$ cat config.mk
export PLATFORM = sky130hd
export DESIGN_NAME = load_store_unit
export DESIGN_NICKNAME = d
export VERILOG_FILES = /design/src/rtl/load_store_unit.sv
export SDC_FILE = /design/constraint.sdc
export NUM_CORES = 1
export LEC_CHECK = 0
export CORE_ASPECT_RATIO = 1.2
export CORE_MARGIN = 2
export CORE_UTILIZATION = 50
export CTS_BUF_LIST = sky130_fd_sc_hd__clkbuf_8
export CTS_CLUSTER_SIZE = 8
export DETAILED_ROUTE_END_ITERATION = 7
export PLACE_DENSITY = 0.81
export SKIP_LAST_GASP = 1
export SYNTH_ARGS = -nofsm -noshare
export SYNTH_HDL_FRONTEND = slang
export SYNTH_SLANG_ARGS = --single-unit
$ cat constraint.sdc
create_clock -name iClk -period 4 [get_ports iClk]
set_input_delay 0.6 -clock iClk [delete_from_list [all_inputs] [get_ports iClk]]
set_output_delay 0.6 -clock iClk [all_outputs]
set_load 0.02 [all_outputs]
$ cat src/rtl/load_store_unit.sv
// Load/store stage in front of a word-wide data memory: splits misaligned
// accesses into two word cycles and merges partial stores via read-modify-write.
module load_store_unit #(
    parameter bit ALLOW_MISALIGNED = 1'b1
) (
    input  logic        iClk,
    input  logic        iRstN,
    input  logic        iValid,
    input  logic        iWe,
    input  logic [2:0]  iFunct3,
    input  logic [31:0] iAddr,
    input  logic [31:0] iWriteData,
    output logic        oReady,
    output logic        oDone,
    output logic        oFault,
    output logic [31:0] oLoadData,
    output logic        oMemWriteEn,
    output logic [31:0] oWordAddr,
    output logic [7:0]  oByte1,
    output logic [7:0]  oByte2,
    output logic [7:0]  oByte3,
    output logic [7:0]  oByte4,
    input  logic [31:0] iMemData
);

    typedef enum logic [2:0] {S_IDLE, S_RD0, S_RD1, S_WR0, S_WR1, S_DONE} state_t;

    state_t      state_reg, state_next;
    logic        we_reg, cross_reg, fault_reg;
    logic [2:0]  funct3_reg, size_reg;
    logic [1:0]  off_reg;
    logic [31:0] word0_reg, word1_reg, wdata_reg;
    logic [31:0] buf0_reg, buf1_reg, load_data_reg;

    logic        accept;
    logic [2:0]  req_size, req_end, store_end;
    logic        req_illegal, req_cross, req_fault, req_aligned_sw;
    logic [7:0]  load_win [8];
    logic [7:0]  merged [8];
    logic [7:0]  ld_byte [4];
    logic [31:0] load_ext;

    assign accept = iValid && (state_reg == S_IDLE);

    always_comb begin
        case (iFunct3[1:0])
            2'b00:   req_size = 3'd1;
            2'b01:   req_size = 3'd2;
            default: req_size = 3'd4;
        endcase
    end

    assign req_end        = {1'b0, iAddr[1:0]} + req_size;
    assign req_cross      = req_end > 3'd4;
    assign req_illegal    = (iFunct3 == 3'b011) || (iFunct3[2:1] == 2'b11) || (iWe && iFunct3[2]);
    assign req_fault      = req_illegal || (req_cross && !ALLOW_MISALIGNED);
    assign req_aligned_sw = iWe && (iFunct3 == 3'b010) && (iAddr[1:0] == 2'b00);
    assign store_end      = {1'b0, off_reg} + size_reg;

    // Byte window spanning word0 (bytes 0..3) and word1 (bytes 4..7). The load
    // view substitutes the word arriving this cycle so the result can be registered
    // on the same edge that ends the last read.
    genvar gi;
    generate
        for (gi = 0; gi < 8; gi++) begin : g_win
            localparam logic [2:0] IDX = 3'(gi);
            logic [1:0] rel;
            logic       in_store;
            assign rel      = IDX[1:0] - off_reg;
            assign in_store = (IDX >= {1'b0, off_reg}) && (IDX < store_end);
            if (gi < 4) begin : g_lo
                assign load_win[gi] = (state_reg == S_RD0) ? iMemData[8*gi +: 8] : buf0_reg[8*gi +: 8];
                assign merged[gi]   = in_store ? wdata_reg[{rel, 3'b000} +: 8] : buf0_reg[8*gi +: 8];
            end else begin : g_hi
                assign load_win[gi] = (state_reg == S_RD1) ? iMemData[8*(gi-4) +: 8] : buf1_reg[8*(gi-4) +: 8];
                assign merged[gi]   = in_store ? wdata_reg[{rel, 3'b000} +: 8] : buf1_reg[8*(gi-4) +: 8];
            end
        end
        for (gi = 0; gi < 4; gi++) begin : g_ld
            assign ld_byte[gi] = load_win[3'(gi) + {1'b0, off_reg}];
        end
    endgenerate

    always_comb begin
        case (funct3_reg)
            3'b000:  load_ext = {{24{ld_byte[0][7]}}, ld_byte[0]};
            3'b100:  load_ext = {24'h0, ld_byte[0]};
            3'b001:  load_ext = {{16{ld_byte[1][7]}}, ld_byte[1], ld_byte[0]};
            3'b101:  load_ext = {16'h0, ld_byte[1], ld_byte[0]};
            default: load_ext = {ld_byte[3], ld_byte[2], ld_byte[1], ld_byte[0]};
        endcase
    end

    always_ff @(posedge iClk or negedge iRstN) begin
        if (!iRstN) begin
            state_reg     <= S_IDLE;
            we_reg        <= 1'b0;
            cross_reg     <= 1'b0;
            fault_reg     <= 1'b0;
            funct3_reg    <= 3'b0;
            size_reg      <= 3'b0;
            off_reg       <= 2'b0;
            word0_reg     <= 32'h0;
            word1_reg     <= 32'h0;
            wdata_reg     <= 32'h0;
            buf0_reg      <= 32'h0;
            buf1_reg      <= 32'h0;
            load_data_reg <= 32'h0;
        end else begin
            state_reg <= state_next;
            if (accept) begin
                we_reg     <= iWe;
                cross_reg  <= req_cross;
                fault_reg  <= req_fault;
                funct3_reg <= iFunct3;
                size_reg   <= req_size;
                off_reg    <= iAddr[1:0];
                word0_reg  <= {iAddr[31:2], 2'b00};
                word1_reg  <= {iAddr[31:2], 2'b00} + 32'd4;
                wdata_reg  <= iWriteData;
            end
            if (state_reg == S_RD0) buf0_reg <= iMemData;
            if (state_reg == S_RD1) buf1_reg <= iMemData;
            if (!we_reg && (((state_reg == S_RD0) && !cross_reg) || (state_reg == S_RD1)))
                load_data_reg <= load_ext;
        end
    end

    always_comb begin
        state_next = state_reg;
        case (state_reg)
            S_IDLE: if (accept) begin
                if (req_fault)           state_next = S_DONE;
                else if (req_aligned_sw) state_next = S_WR0;
                else                     state_next = S_RD0;
            end
            S_RD0:   state_next = cross_reg ? S_RD1 : (we_reg ? S_WR0 : S_DONE);
            S_RD1:   state_next = we_reg ? S_WR0 : S_DONE;
            S_WR0:   state_next = cross_reg ? S_WR1 : S_DONE;
            S_WR1:   state_next = S_DONE;
            S_DONE:  state_next = S_IDLE;
            default: state_next = S_IDLE;
        endcase
    end

    always_comb begin
        oReady      = (state_reg == S_IDLE);
        oDone       = (state_reg == S_DONE);
        oFault      = (state_reg == S_DONE) && fault_reg;
        oLoadData   = load_data_reg;
        oMemWriteEn = 1'b0;
        oWordAddr   = 32'h0;
        oByte1      = 8'h0;
        oByte2      = 8'h0;
        oByte3      = 8'h0;
        oByte4      = 8'h0;
        case (state_reg)
            S_RD0: oWordAddr = word0_reg;
            S_RD1: oWordAddr = word1_reg;
            S_WR0: begin
                oMemWriteEn = 1'b1;
                oWordAddr   = word0_reg;
                {oByte4, oByte3, oByte2, oByte1} = {merged[3], merged[2], merged[1], merged[0]};
            end
            S_WR1: begin
                oMemWriteEn = 1'b1;
                oWordAddr   = word1_reg;
                {oByte4, oByte3, oByte2, oByte1} = {merged[7], merged[6], merged[5], merged[4]};
            end
            default: ;
        endcase
    end

endmodule

==> results of run 1 <==
==> layout by cell type (no fill, tap or decap), types with 8 or more instances in the layout <==
cell             instances
a21oi_1                 29
a22o_1                  30
buf_4                   27
clkbuf_8                44
clkdlybuf4s50_1        192
dfrtp_1                201
inv_1                   65
mux2_2                   8
mux2i_1                117
mux4_2                  77
nand2_1                304
nand3_1                 13
nand4_1                  9
nor2_1                  55
o21ai_0                 52
o22ai_1                 26
xnor2_1                 12
xor2_1                  16
==> metal layers <==
metal  track usage  share of wire
met5             0              0
met4         0.131          0.048
met3        0.0786          0.095
met2         0.433           0.47
met1         0.366           0.39
==> worst paths after layout <==
check,from,to,slack [ns],cells past startpoint
max in group asynchronous,iRstN,word0_reg[24],3.03,2
min,iRstN,wdata_reg[3],0.18,1
min reg2reg,word0_reg[7],word0_reg[7],0.47,2
max,off_reg[0],oByte3[5],0.10,8
max reg2reg,off_reg[0],oLoadData[30],0.84,9
min in group iClk,word0_reg[7],word0_reg[7],0.47,2
==> area by class of cell <==
type / count / area [um^2]
clock buffer: 43 / 592
tap: 315 / 394
clock inverter: 15 / 68.8
multi-input combinational: 836 / 6320
sequential: 202 / 5060
inverter: 55 / 206
fill: 1889 / 8270
antenna: 1 / 2.50
timing repair buffer: 231 / 2280
==> logic make-up after synthesis <==
| family | count (synthesis) |
|---|---|
| fa+ha+maj | 10 |
| buf+inv | 136 |
| mux | 202 |
| simple gates | 426 |
| compound gates | 168 |
| other cells | 1 |
| xor+xnor | 28 |
| flops | 202 |
==> through the flow <==
| step | power, uW | instance area [um^2] | std cells | hold slack [ns] |
|---|---|---|---|---|
| 3_3_place_gp | 12100 | 14200 | 1637 | 0.457 |
| 3_5_place_dp | 12300 | 14200 | 1637 | 0.463 |
| 2_1_floorplan | 9520 | 11800 | 1174 | 0.304 |
| 6_report | 14400 | 14900 | 1698 | 0.180 |
| 5_1_grt | 15300 | 14900 | 1697 | 0.245 |
| 4_1_cts | 14300 | 14900 | 1695 | 0.213 |
==> worst max-delay path, delay by kind of cell, from the launching register on <==
family,cells,cell delay (ns)
DFF,1,0.40
AOI/OAI and AO/OA,1,0.28
and+or+nand+nor,1,0.21
muxes,1,0.17
adders and majority gates,2,0.57
xor gates and xnor gates,1,0.23
buffers and inverters,2,0.92
==> what timing repair did <==
item	4_1_cts	5_1_grt
pin swaps	0	1
resized for setup	7	10
buffers inserted	0	2
cloned	0	0
endpoints found under the setup margin	17	28
==> power by group <==
group	internal (uW)	switching, uW	leakage [uW]
Combinational	4080	4620	0.00410
Sequential	3050	785	0.00244
Clock	967	857	0.000379
Total	8100	6260	0.00693
==> summary.md, run 1 <==
The tools report the leakage power figure as 0.00693 uW. For the max-slew violation count, the log shows 0. The async set or reset register ratio after synthesis came out at 1.00. The tools report the cell at the root of the clock tree as clkbuf_8. Timing analysis after detailed placement gives a worst setup slack of 0.183 ns. The net count of the finished layout is 1474. STA classifies the critical path startpoint as a register. The layout overhead on the synthesized area is 26.0%.

Across all setup checks in the final design, the least slack found is 0.101 ns. For the worst setup path, the data arrival time is 3.30 ns. The leading area contributor after synthesis was dfrtp_1.

The delay of the slowest cell on the worst path works out to 0.68 ns. The path type of the worst min-delay path was in2async. TritonCTS built the clock tree. The share of cell area taken by muxes after synthesis was 0.253. After clock tree synthesis, the flow added hold-fix buffers numbering 0.

The netlist uses 55 different library cells. By count the netlist is led by nand2_1 (306), dfrtp_1 (202), mux2i_1 (117), mux4_2 (77), nor2_1 (57). For the detailed-placement wirelength estimate, the log shows 24500 um. The later pin in the worst-skew pair is clocked with a latency of 0.55 ns. Die width: 145 um. The clock-pin slew reported for the worst setup and hold paths after clock tree synthesis was 0.06 ns; the number of hold violations in the final report was 0. The run gives 0.256 GHz as the maximum achievable frequency. The worst setup path is captured at an output port. Ranked by total cell area, the synthesized netlist is headed by dfrtp_1 (43%), mux4_2 (15%), mux2i_1 (9.9%).

For this design, the slowest cell found on the critical path is clkdlybuf4s50_1. Setup violations remaining at the end of the flow were counted as 0. The fraction of the yosys area taken by sequential cells is 0.427. In this run the worst path has a maximum fanout of 13. Setup total negative slack on the finished layout was measured at 0 ns. The total global-route track usage was 0.280; the count of mapped cells out of synthesis was 1173. Wires add up to 34200 um.

Dividing the detail-routed wire length by the instance count gives 20.2 um. The number of global-route vias before repair is 10.0k. A synthesized cell averages 10.1 um^2.

For the count of antenna-violating nets left after detailed routing, the log shows 0. Input and output buffers added on the ports amount to 200. The vertical extent of the die was 173 um; the number of remaining DRC errors was 0. The fraction of layout cells with a size suffix above 1 was 0.133.

The share of the synthesized area in the top cell type came out at 0.427. The floorplan has 61 rows. The transition at the pin with the smallest max-transition slack is 1.06 ns.

The tree built by TritonCTS fans out to 202 sinks. Dominant synthesized flop cell: dfrtp_1. First-pass GRT wire length: 54600 um.

After synthesis, the largest family of logic cells by area is multiplexers. The run gives 458 uV as the worst ir drop on vdd. In this run, the number of DRC markers left after iteration 0 of detailed routing was 868.

The initial antenna violation count is 1, and the clock tree skew after final layout is 0.0376 ns. No sink is reached through more buffers than the 3 on the longest clock path. The relative slew slack is 0.291, and the I/O pin total is 203. The xor-xnor portion of the synthesized cell area was 0.0207. For this run the aggregate overflow at the end of global routing stands at 0. At the end of routability-driven placement, the weighted congestion stood at 0.933.

For this design the ratio of total power to cell area is 962 nW/um^2. Compound-cell area share of the yosys netlist: 0.0932. The worst setup path is of the reg2out kind. The mean number of vias per cell was 5.91. The simple logic cell fraction of the synthesized area was 0.148.

The time the final worst path needs with I/O delays and setup was 3.90 ns. Max-cap violations in this run came to 0. Yosys printed 0 warnings. The die covers 24900 um^2. The depth of the CTS H-tree was 2. Entering global routing, the biggest net connects 114 pins.

The run gives 10.0k as the total via count after detailed routing. Post-synthesis share of cell area spent on full adders, half adders and majority gates: 0.0118. The cell area after synthesis is 11800 um^2.

The critical path goes through ha_1, fa_1, xor2_1, buf_6, nand3_4, mux2i_1, o22ai_1, clkdlybuf4s50_1. The count of flip-flops with a built-in enable after synthesis came out at 0. For the initial cell density of the core, the log shows 0.510. The run finished with clean final reports. The final core utilization came out at 0.643. The post-route fraction of the period consumed by the critical path came out at 0.975. Setup repair after global routing could not meet its margin everywhere.

By instance count, the leading cell after synthesis is nand2_1. The number of synthesized register bits is 202. The logs give 23200 um^2 for the total core area and 35 for the total clock buffers created by CTS. For the worst setup path, the data required time is 3.40 ns. The run gives 6 as the first-pass detailed-route iteration total.
Power figures use the tool's default switching activity.
==> inputs of run 2 (changes only) <==
--- a/config.mk
+++ b/config.mk
@@ -9,7 +9,7 @@
 export CORE_MARGIN = 2
 export CORE_UTILIZATION = 50
 export CTS_BUF_LIST = sky130_fd_sc_hd__clkbuf_8
-export CTS_CLUSTER_SIZE = 8
+export CTS_CLUSTER_SIZE = 40
 export DETAILED_ROUTE_END_ITERATION = 7
 export PLACE_DENSITY = 0.81
 export SKIP_LAST_GASP = 1
==> run 2 against run 1 <==
Die area unchanged. Sequential share of layout area about the same. Wire length decreased by 0.81%. Sequential power about the same. Utilization increased by 0.076 points. Maximum frequency decreased by 0.80%. Clock-buffer cell count decreased by 2. Clock power about the same. Final cell count increased by 0.12%. Largest power group unchanged.
==> summary.md, run 2 (synthesis results as in run 1) <==
The run finished with clean final reports. At the worst endpoint, the required time is 3.40 ns. The total power of the final layout was 14400 uW; the die footprint was 24900 um^2. The largest fanout on the critical path was 6; the clock tree skew after final layout was 0.0286 ns. The count of cells in the finished layout, fillers not included, comes to 1700.

The post-route fraction of the period consumed by the critical path was 0.983. After filler insertion, the fill cell instance count of the layout stands at 1863. Summed over all layers, the routed wires come to 33900 um.

The number of core rows came out at 61. Fraction of layout cells with a size suffix above 1: 0.134. The mean number of vias per cell is 5.82, and the max-slew violation count is 0. The total area inside the core boundary comes to 23200 um^2. The top cell types in the final layout, fill and taps aside, are nand2_1 (304), dfrtp_1 (201), clkdlybuf4s50_1 (194), mux2i_1 (117), mux4_2 (77). The tool flagged a number of max-cap violations equal to 0.

The quantity of I/O buffers inserted on ports came out at 200. Critical path start-end classification: reg2out. The H-tree was split into 2 levels.

In this design, the stage delay of the slowest critical-path cell is 0.71 ns. The clock sink total came out at 202. Counting tap cells, the placed design contains a total of 1637 instances. The number of hold buffers added after CTS was 0. Net total in the final layout: 1474. For the leftover overflow at the end of global routing, the log shows 0. The die is 145 um wide. Switching portion of total power: 0.434. The clock-pin slew reported for the worst setup and hold paths after clock tree synthesis is 0.06 ns, and the switching component of the power is 6260 uW. The logs give 0.294 for the relative slew slack and 473 uV for the worst ir drop on vdd. The total global-route track usage was 0.278; the I/O pin total was 203. The tools report the fraction of power consumed by sequential logic as 0.266. The critical path startpoint category was a register.

The logs give 1 for the initial antenna violation count and 0.129 for the clock network fraction of design power. For this design the ratio of total power to cell area is 964 nW/um^2. Cell internal power was estimated by the tool at 8150 uW.

The layout overhead on the synthesized area was 26.2%. The most common cell after layout, fill and taps aside is nand2_1. The initial cell density of the core is 0.510.

Setup violations remaining at the end of the flow were counted as 0. Routability-driven placement congestion ratio: 0.933. Kind of capture point of the worst setup path: an output port. Walking the worst path, the cells encountered are ha_1, fa_1, a21oi_1, nor2_4, buf_4, mux2i_1, o22ai_1, clkdlybuf4s50_1. After the first detailed-routing iteration, the DRC count stood at 908. In this run, CTS created clock tree buffers numbering 34. The number of hold violations in the final report is 0. Across all layers, the routed design uses 9899 vias. After layout, the minimum clock period comes to 3.93 ns. The maximum achievable frequency came out at 0.254 GHz. The tightest hold path in the finished design has a slack of 0.189 ns. Transition at the pin with the smallest max-transition slack: 1.06 ns. For the worst-skew pair, the clock arrives at the later sink with an insertion delay of 0.53 ns. For this design, the slowest cell found on the critical path is fa_1.

Entering global routing, the biggest net connects 114 pins. The detailed-placement wirelength estimate came out at 24500 um. The logs give 9951 for the number of global-route vias before repair and 4 for the first-pass detailed-route iteration total. The logs give 0 for the number of remaining DRC errors and 0.605 for the power share of the combinational group. The cell at the root of the clock tree is clkbuf_8. Setup repair after global routing could not meet its margin everywhere. Counting along the longest clock path gives a buffer depth of 3. Dividing the detail-routed wire length by the instance count gives 20.0 um. The arrival time reported for the critical path endpoint is 3.33 ns, and the first-pass GRT wire length is 54100 um.

In this run the worst hold path is classified as in2async. In this run the remaining antenna-violating nets after routing total 0. The vertical extent of the die is 173 um. TritonCTS built the clock tree. The leakage power figure was 0.00690 uW.
[run 2: cell types whose count changed in the layout (fill, tap and decap cells not counted), sizes merged]
cell / previous run / this run
clkbuf: 44 / 42
clkdlybuf4s50: 192 / 194
dlymetal6s2s: 6 / 4
buf: 31 / 32
bufinv: 0 / 1
clkinv: 3 / 4
clkinvlp: 1 / 2
[run 2: worst paths after layout]
check	depth (start not counted)	endpoint	start	slack (ns)
worst max register to register	9	oLoadData[30]	off_reg[0]	0.85
worst max-delay path	8	oByte3[1]	off_reg[0]	0.07
worst min register to register	2	word0_reg[31]	word0_reg[31]	0.48
max in group asynchronous	2	wdata_reg[9]	iRstN	3.02
worst min-delay path	1	wdata_reg[27]	iRstN	0.19
min in group iClk	2	word0_reg[31]	word0_reg[31]	0.48
[run 2: per-stage QoR]
step                      setup WS (ns)  area [um^2]  setup TNS (ns)   util
after floorplan                   0.104        11800               0      -
after global placement            0.270        14200               0  0.611
after detailed placement          0.183        14200               0  0.611
after CTS                       -0.0673        14900          -0.181  0.642
after global routing            -0.0290        14900         -0.0290  0.644
final                            0.0695        14900               0  0.644
[run 2: critical path: cells and delay by family (launching register included)]
family / cells / cell delay (ns)
adders and majority gates: 2 / 0.90
DFF: 1 / 0.40
buffers and inverters: 2 / 0.85
and+or+nand+nor: 1 / 0.17
AOI/OAI and AO/OA: 2 / 0.39
muxes: 1 / 0.08
[run 2: power by group through the flow]
| stage | sequential (uW) | clock (uW) | combinational (uW) |
|---|---|---|---|
| 6_report | 3840 | 1850 | 8710 |
| 3_5_place_dp | 3850 | 0 | 8480 |
| 3_3_place_gp | 3780 | 0 | 8300 |
| 4_1_cts | 3820 | 1890 | 8570 |
| 2_1_floorplan | 3770 | 0 | 5750 |
| 5_1_grt | 3950 | 1970 | 9370 |
[run 2: layer usage]
metal | up-vias | routed length, um | GRT usage
met1 | 4882 | 13700 | 0.370
met3 | 97 | 2820 | 0.0731
met2 | 427 | 15900 | 0.428
met5 | - | 0 | 0
met4 | 0 | 1510 | 0.128
li1 | 4493 | - | -
[run 2: what timing repair did]
action	in CTS	in global routing
pin swaps	0	1
endpoints found under the hold margin	0	0
buffers inserted	0	3
endpoints found under the setup margin	16	27
resized for setup	7	8
[run 2: final cells by class]
cell class              instances  area [um^2]  share of cell area
repair buffers                232         2290               0.153
well taps                     315          394              0.0264
multi-input cells             836         6320               0.423
inverters                      55          206              0.0138
clock buffers                  41          564              0.0378
diodes                          1         2.50            0.000167
flip-flops and latches        202         5060               0.338
clock inverters                18          111             0.00745
==> inputs of run 3 (changes only) <==
--- a/config.mk
+++ b/config.mk
@@ -5,6 +5,7 @@
 export SDC_FILE = /design/constraint.sdc
 export NUM_CORES = 1
 export LEC_CHECK = 0
+export ABC_AREA = 1
 export CORE_ASPECT_RATIO = 1.2
 export CORE_MARGIN = 2
 export CORE_UTILIZATION = 50
@@ -12,6 +13,7 @@
 export CTS_CLUSTER_SIZE = 40
 export DETAILED_ROUTE_END_ITERATION = 7
 export PLACE_DENSITY = 0.81
+export REMOVE_ABC_BUFFERS = 1
 export SKIP_LAST_GASP = 1
 export SYNTH_ARGS = -nofsm -noshare
 export SYNTH_HDL_FRONTEND = slang
==> run 3 against run 2 <==
Setup slack worse by 0.014 ns. Critical path depth up 3. Clock power rose by 4%. Register-to-register slack improved by 0.33 ns. Non-clock buffer count rose by 17. Worst hold slack lost 0.089 ns. Die area increased by 2.5%. Synthesized cell count is 47% higher. Total power increased by 4.2%. Wire length is 28% higher. First-iteration DRC count rose by 46%.
==> summary.md, run 3 <==
Along the worst path, the maximum fanout reaches 10. The worst path in the final design needs a cycle of 3.94 ns, including I/O delays and setup. The synthesized design contains 0 enable-type register cells. The max-slew violation count is 0. Counting instances in the post-synthesis netlist gives the leading cell types as nand2_1 (501), nand3_1 (256), o21ai_0 (251), dfrtp_1 (202), inv_1 (114).

The number of max-cap violations came out at 0. The logs give 0.509 for the initial cell density of the core and 2020 for the net total in the final layout. dfrtp_1 takes more of the synthesized area than any other cell. TritonCTS built the clock tree. The number of hold violations in the final report is 0, and the number of global-route vias before repair is 13.0k. The filler cells instantiated in the layout total 2224. The total power per unit cell area is 991 nW/um^2, and the quantity of I/O buffers inserted on ports is 200.

The routability-driven placement congestion ratio was 0.957; the die width was 146 um. The run gives 62 as the number of core rows. The critical path startpoint category is a register.

The most used flip-flop cell after synthesis is dfrtp_1. The die footprint came out at 25600 um^2. The leakage power figure is 0.00728 uW. The worst setup path is of the reg2out kind.

Post-route fraction of the period consumed by the critical path: 0.986. The count of hold buffers inserted by post-cts repair was 0; the transition at the pin with the smallest max-transition slack was 0.945 ns. Traced cell by cell, the critical path runs through ha_1, fa_1, or2_1, nand2_1, buf_4, nor3_4, buf_4, nand2_1, o21ai_0, o21ai_0, dlygate4sd2_1. STA classifies the critical path endpoint as an output port. For the initial detailed-routing violation count, the log shows 1328. For this run, the top clock speed supported by timing is 0.254 GHz. The run gives 203 as the I/O pin total.

In this run the worst hold path is classified as in2async. The run finished with clean final reports. The insertion delay of the later-clocked pin in the worst-skew pair is 0.55 ns.

The fraction of met1 tracks used by global routing was 0.405; the setup TNS was 0 ns. The layer flagged by global routing as most heavily used is met2. The floorplan step defined a core boundary enclosing 23900 um^2. Prior to clock tree synthesis, the placed netlist has a worst setup slack of 0.257 ns.

0 antenna diodes ended up in the layout. The share of the synthesized area in the top cell type came out at 0.416. In this design, the largest share of critical-path delay is due to buffers and inverters. Clock tree synthesis selected as its root buffer the cell clkbuf_8.

The tools report the launch instance of the worst register-to-register path as off_reg[1]. The total global-route track usage is 0.336, and the worst ir drop on vdd is 544 uV. After detailed routing, the total wire length is 43600 um. Sorting the synthesized cells by area gives the leading types as dfrtp_1 (42%), nand2_1 (15%), nand3_1 (11%). The tools report the initial antenna violation count as 1.

After synthesis the cells add up to 12200 um^2. From synthesis to final layout, the design area changed by 24.7%. Synthesis instantiated 45 different standard cells from the library. Setup repair after global routing could not meet its margin everywhere. The number of synthesized register bits came out at 202.

In the synthesized netlist, the number of instances is 1724. For this run, the slowest stage of the critical path takes 0.53 ns. The logs give 0 for the leftover overflow at the end of global routing and 0.0224 ns for the clock tree skew after final layout. Leaving out fill and tap cells, the most frequent cells in the layout are nand2_1 (501), nand3_1 (256), o21ai_0 (248), dfrtp_1 (201), clkdlybuf4s50_1 (174). The worst path meets setup with 0.0555 ns of slack. The combined buffer and inverter count along the critical path is 3, and the clock sink total is 202.

The fraction of layout cells with a size suffix above 1 is 0.0798. The reg-to-reg setup timing slack is 1.18 ns, and the async set or reset register ratio after synthesis is 1.00. Dividing the detail-routed via count by the number of cells gives 5.93. For this run, design rule violations remaining after detail routing come to 0. For the first-pass detailed-route iteration total, the log shows 5. Detailed routing inserted a total of 13.3k vias. The relative slew slack was 0.370; the arrival time reported for the critical path endpoint was 3.34 ns. The slowest stage of the critical path belongs to the cell o21ai_0.

Once detail routing completed, the nets flagged for antenna violations numbered 0. For the depth of the CTS H-tree, the log shows 2. The cell count of the worst reg-to-reg path was 8; the total clock buffers created by CTS was 36.

The met3 layer usage reported by global route was 0.0825; the detailed-placement wirelength estimate was 29400 um. The number of buffers between clock root and the deepest sink is 3, and the fraction of the yosys area taken by sequential cells is 0.416. The yosys synthesis warning count is 0, and the average cell area after synthesis is 7.05 um^2. Clock-pin slew was measured on the worst setup and hold paths at 0.07 ns. Summing internal, switching and leakage power gives 15000 uW.

The worst register-to-register path ends at oLoadData[31]. The most common cell in the netlist is nand2_1. Entering global routing, the biggest net connects 134 pins. The average routed wire per standard cell was 19.3 um; the first-pass GRT wire length was 68000 um. From bottom edge to top edge, the die measures 175 um. The count of endpoints failing setup in the final report is 0, and the required time of the critical path is 3.40 ns. The library cell used most frequently in the layout, excluding fill and tap cells, is nand2_1.

Met2 usage in global routing: 0.558.
[run 3: cell types whose count changed after synthesis, moves of 30 or more]
| cell | before | now |
|---|---|---|
| o21ai_0 | 52 | 251 |
| mux4_2 | 77 | 0 |
| mux2i_1 | 117 | 0 |
| nand3_1 | 14 | 256 |
| a22o_1 | 30 | 0 |
| inv_1 | 55 | 114 |
| nand2_1 | 306 | 501 |
[run 3: layout make-up]
cell class,instances,area [um^2],share of cell area
well taps,320,400,0.0264
multi-input cells,1298,6150,0.406
repair buffers,249,2390,0.158
clock buffers,46,633,0.0418
flip-flops and latches,202,5060,0.334
clock inverters,16,70.1,0.00462
inverters,120,458,0.0302
[run 3: how the worst max path moves through the flow]
| stage | start | end | slack (ns) | depth (start not counted) |
|---|---|---|---|---|
| 2_1_floorplan | off_reg[0] | oByte1[3] | -2.74 | 8 |
| 3_3_place_gp | off_reg[0] | oByte1[7] | 0.34 | 12 |
| 3_5_place_dp | size_reg[0] | oByte1[3] | 0.26 | 12 |
| 4_1_cts | off_reg[0] | oByte3[0] | 0.009 | 11 |
| 5_1_grt | off_reg[0] | oByte3[1] | -0.11 | 11 |
| 6_report | off_reg[0] | oByte3[7] | 0.06 | 11 |
[run 3: cell families after synthesis]
| group | after synthesis | synth area share |
|---|---|---|
| and+or+nand+nor | 917 | 0.330 |
| AOI/OAI and AO/OA | 354 | 0.153 |
| buffers and inverters | 225 | 0.0790 |
| DFF | 202 | 0.416 |
| xor gates and xnor gates | 15 | 0.0108 |
| adders and majority gates | 10 | 0.0115 |
| other | 1 | 0.000309 |
[run 3: power breakdown]
group	total (uW)	switching (uW)	internal, uW
Combinational	9470	6220	3250
Clock	1920	888	1030
Sequential	3630	569	3060
[run 3: per-layer routing]
metal,up-vias,wire length [um]
met5,-,0
met4,0,2430
met3,176,5170
met2,867,20500
met1,6186,15500
li1,6109,-
[run 3: through the flow]
| step | cells | utilization | hold WS, ns | cell area, um^2 |
|---|---|---|---|---|
| finish | 2251 | 0.634 | 0.101 | 15200 |
| CTS | 2237 | 0.630 | 0.155 | 15000 |
| global placement | 2175 | 0.600 | 0.450 | 14300 |
| global route | 2251 | 0.634 | 0.169 | 15200 |
| detailed placement | 2175 | 0.600 | 0.461 | 14300 |
| floorplan | 1620 | - | 0.304 | 11600 |
[run 3: repair_timing]
| item | 4_1_cts | 5_1_grt |
|---|---|---|
| gates resized for setup | 22 | 40 |
| buffers inserted | 0 | 14 |
| pin swaps | 0 | 1 |
| gates cloned | 0 | 0 |
| endpoints found under the setup margin | 26 | 23 |
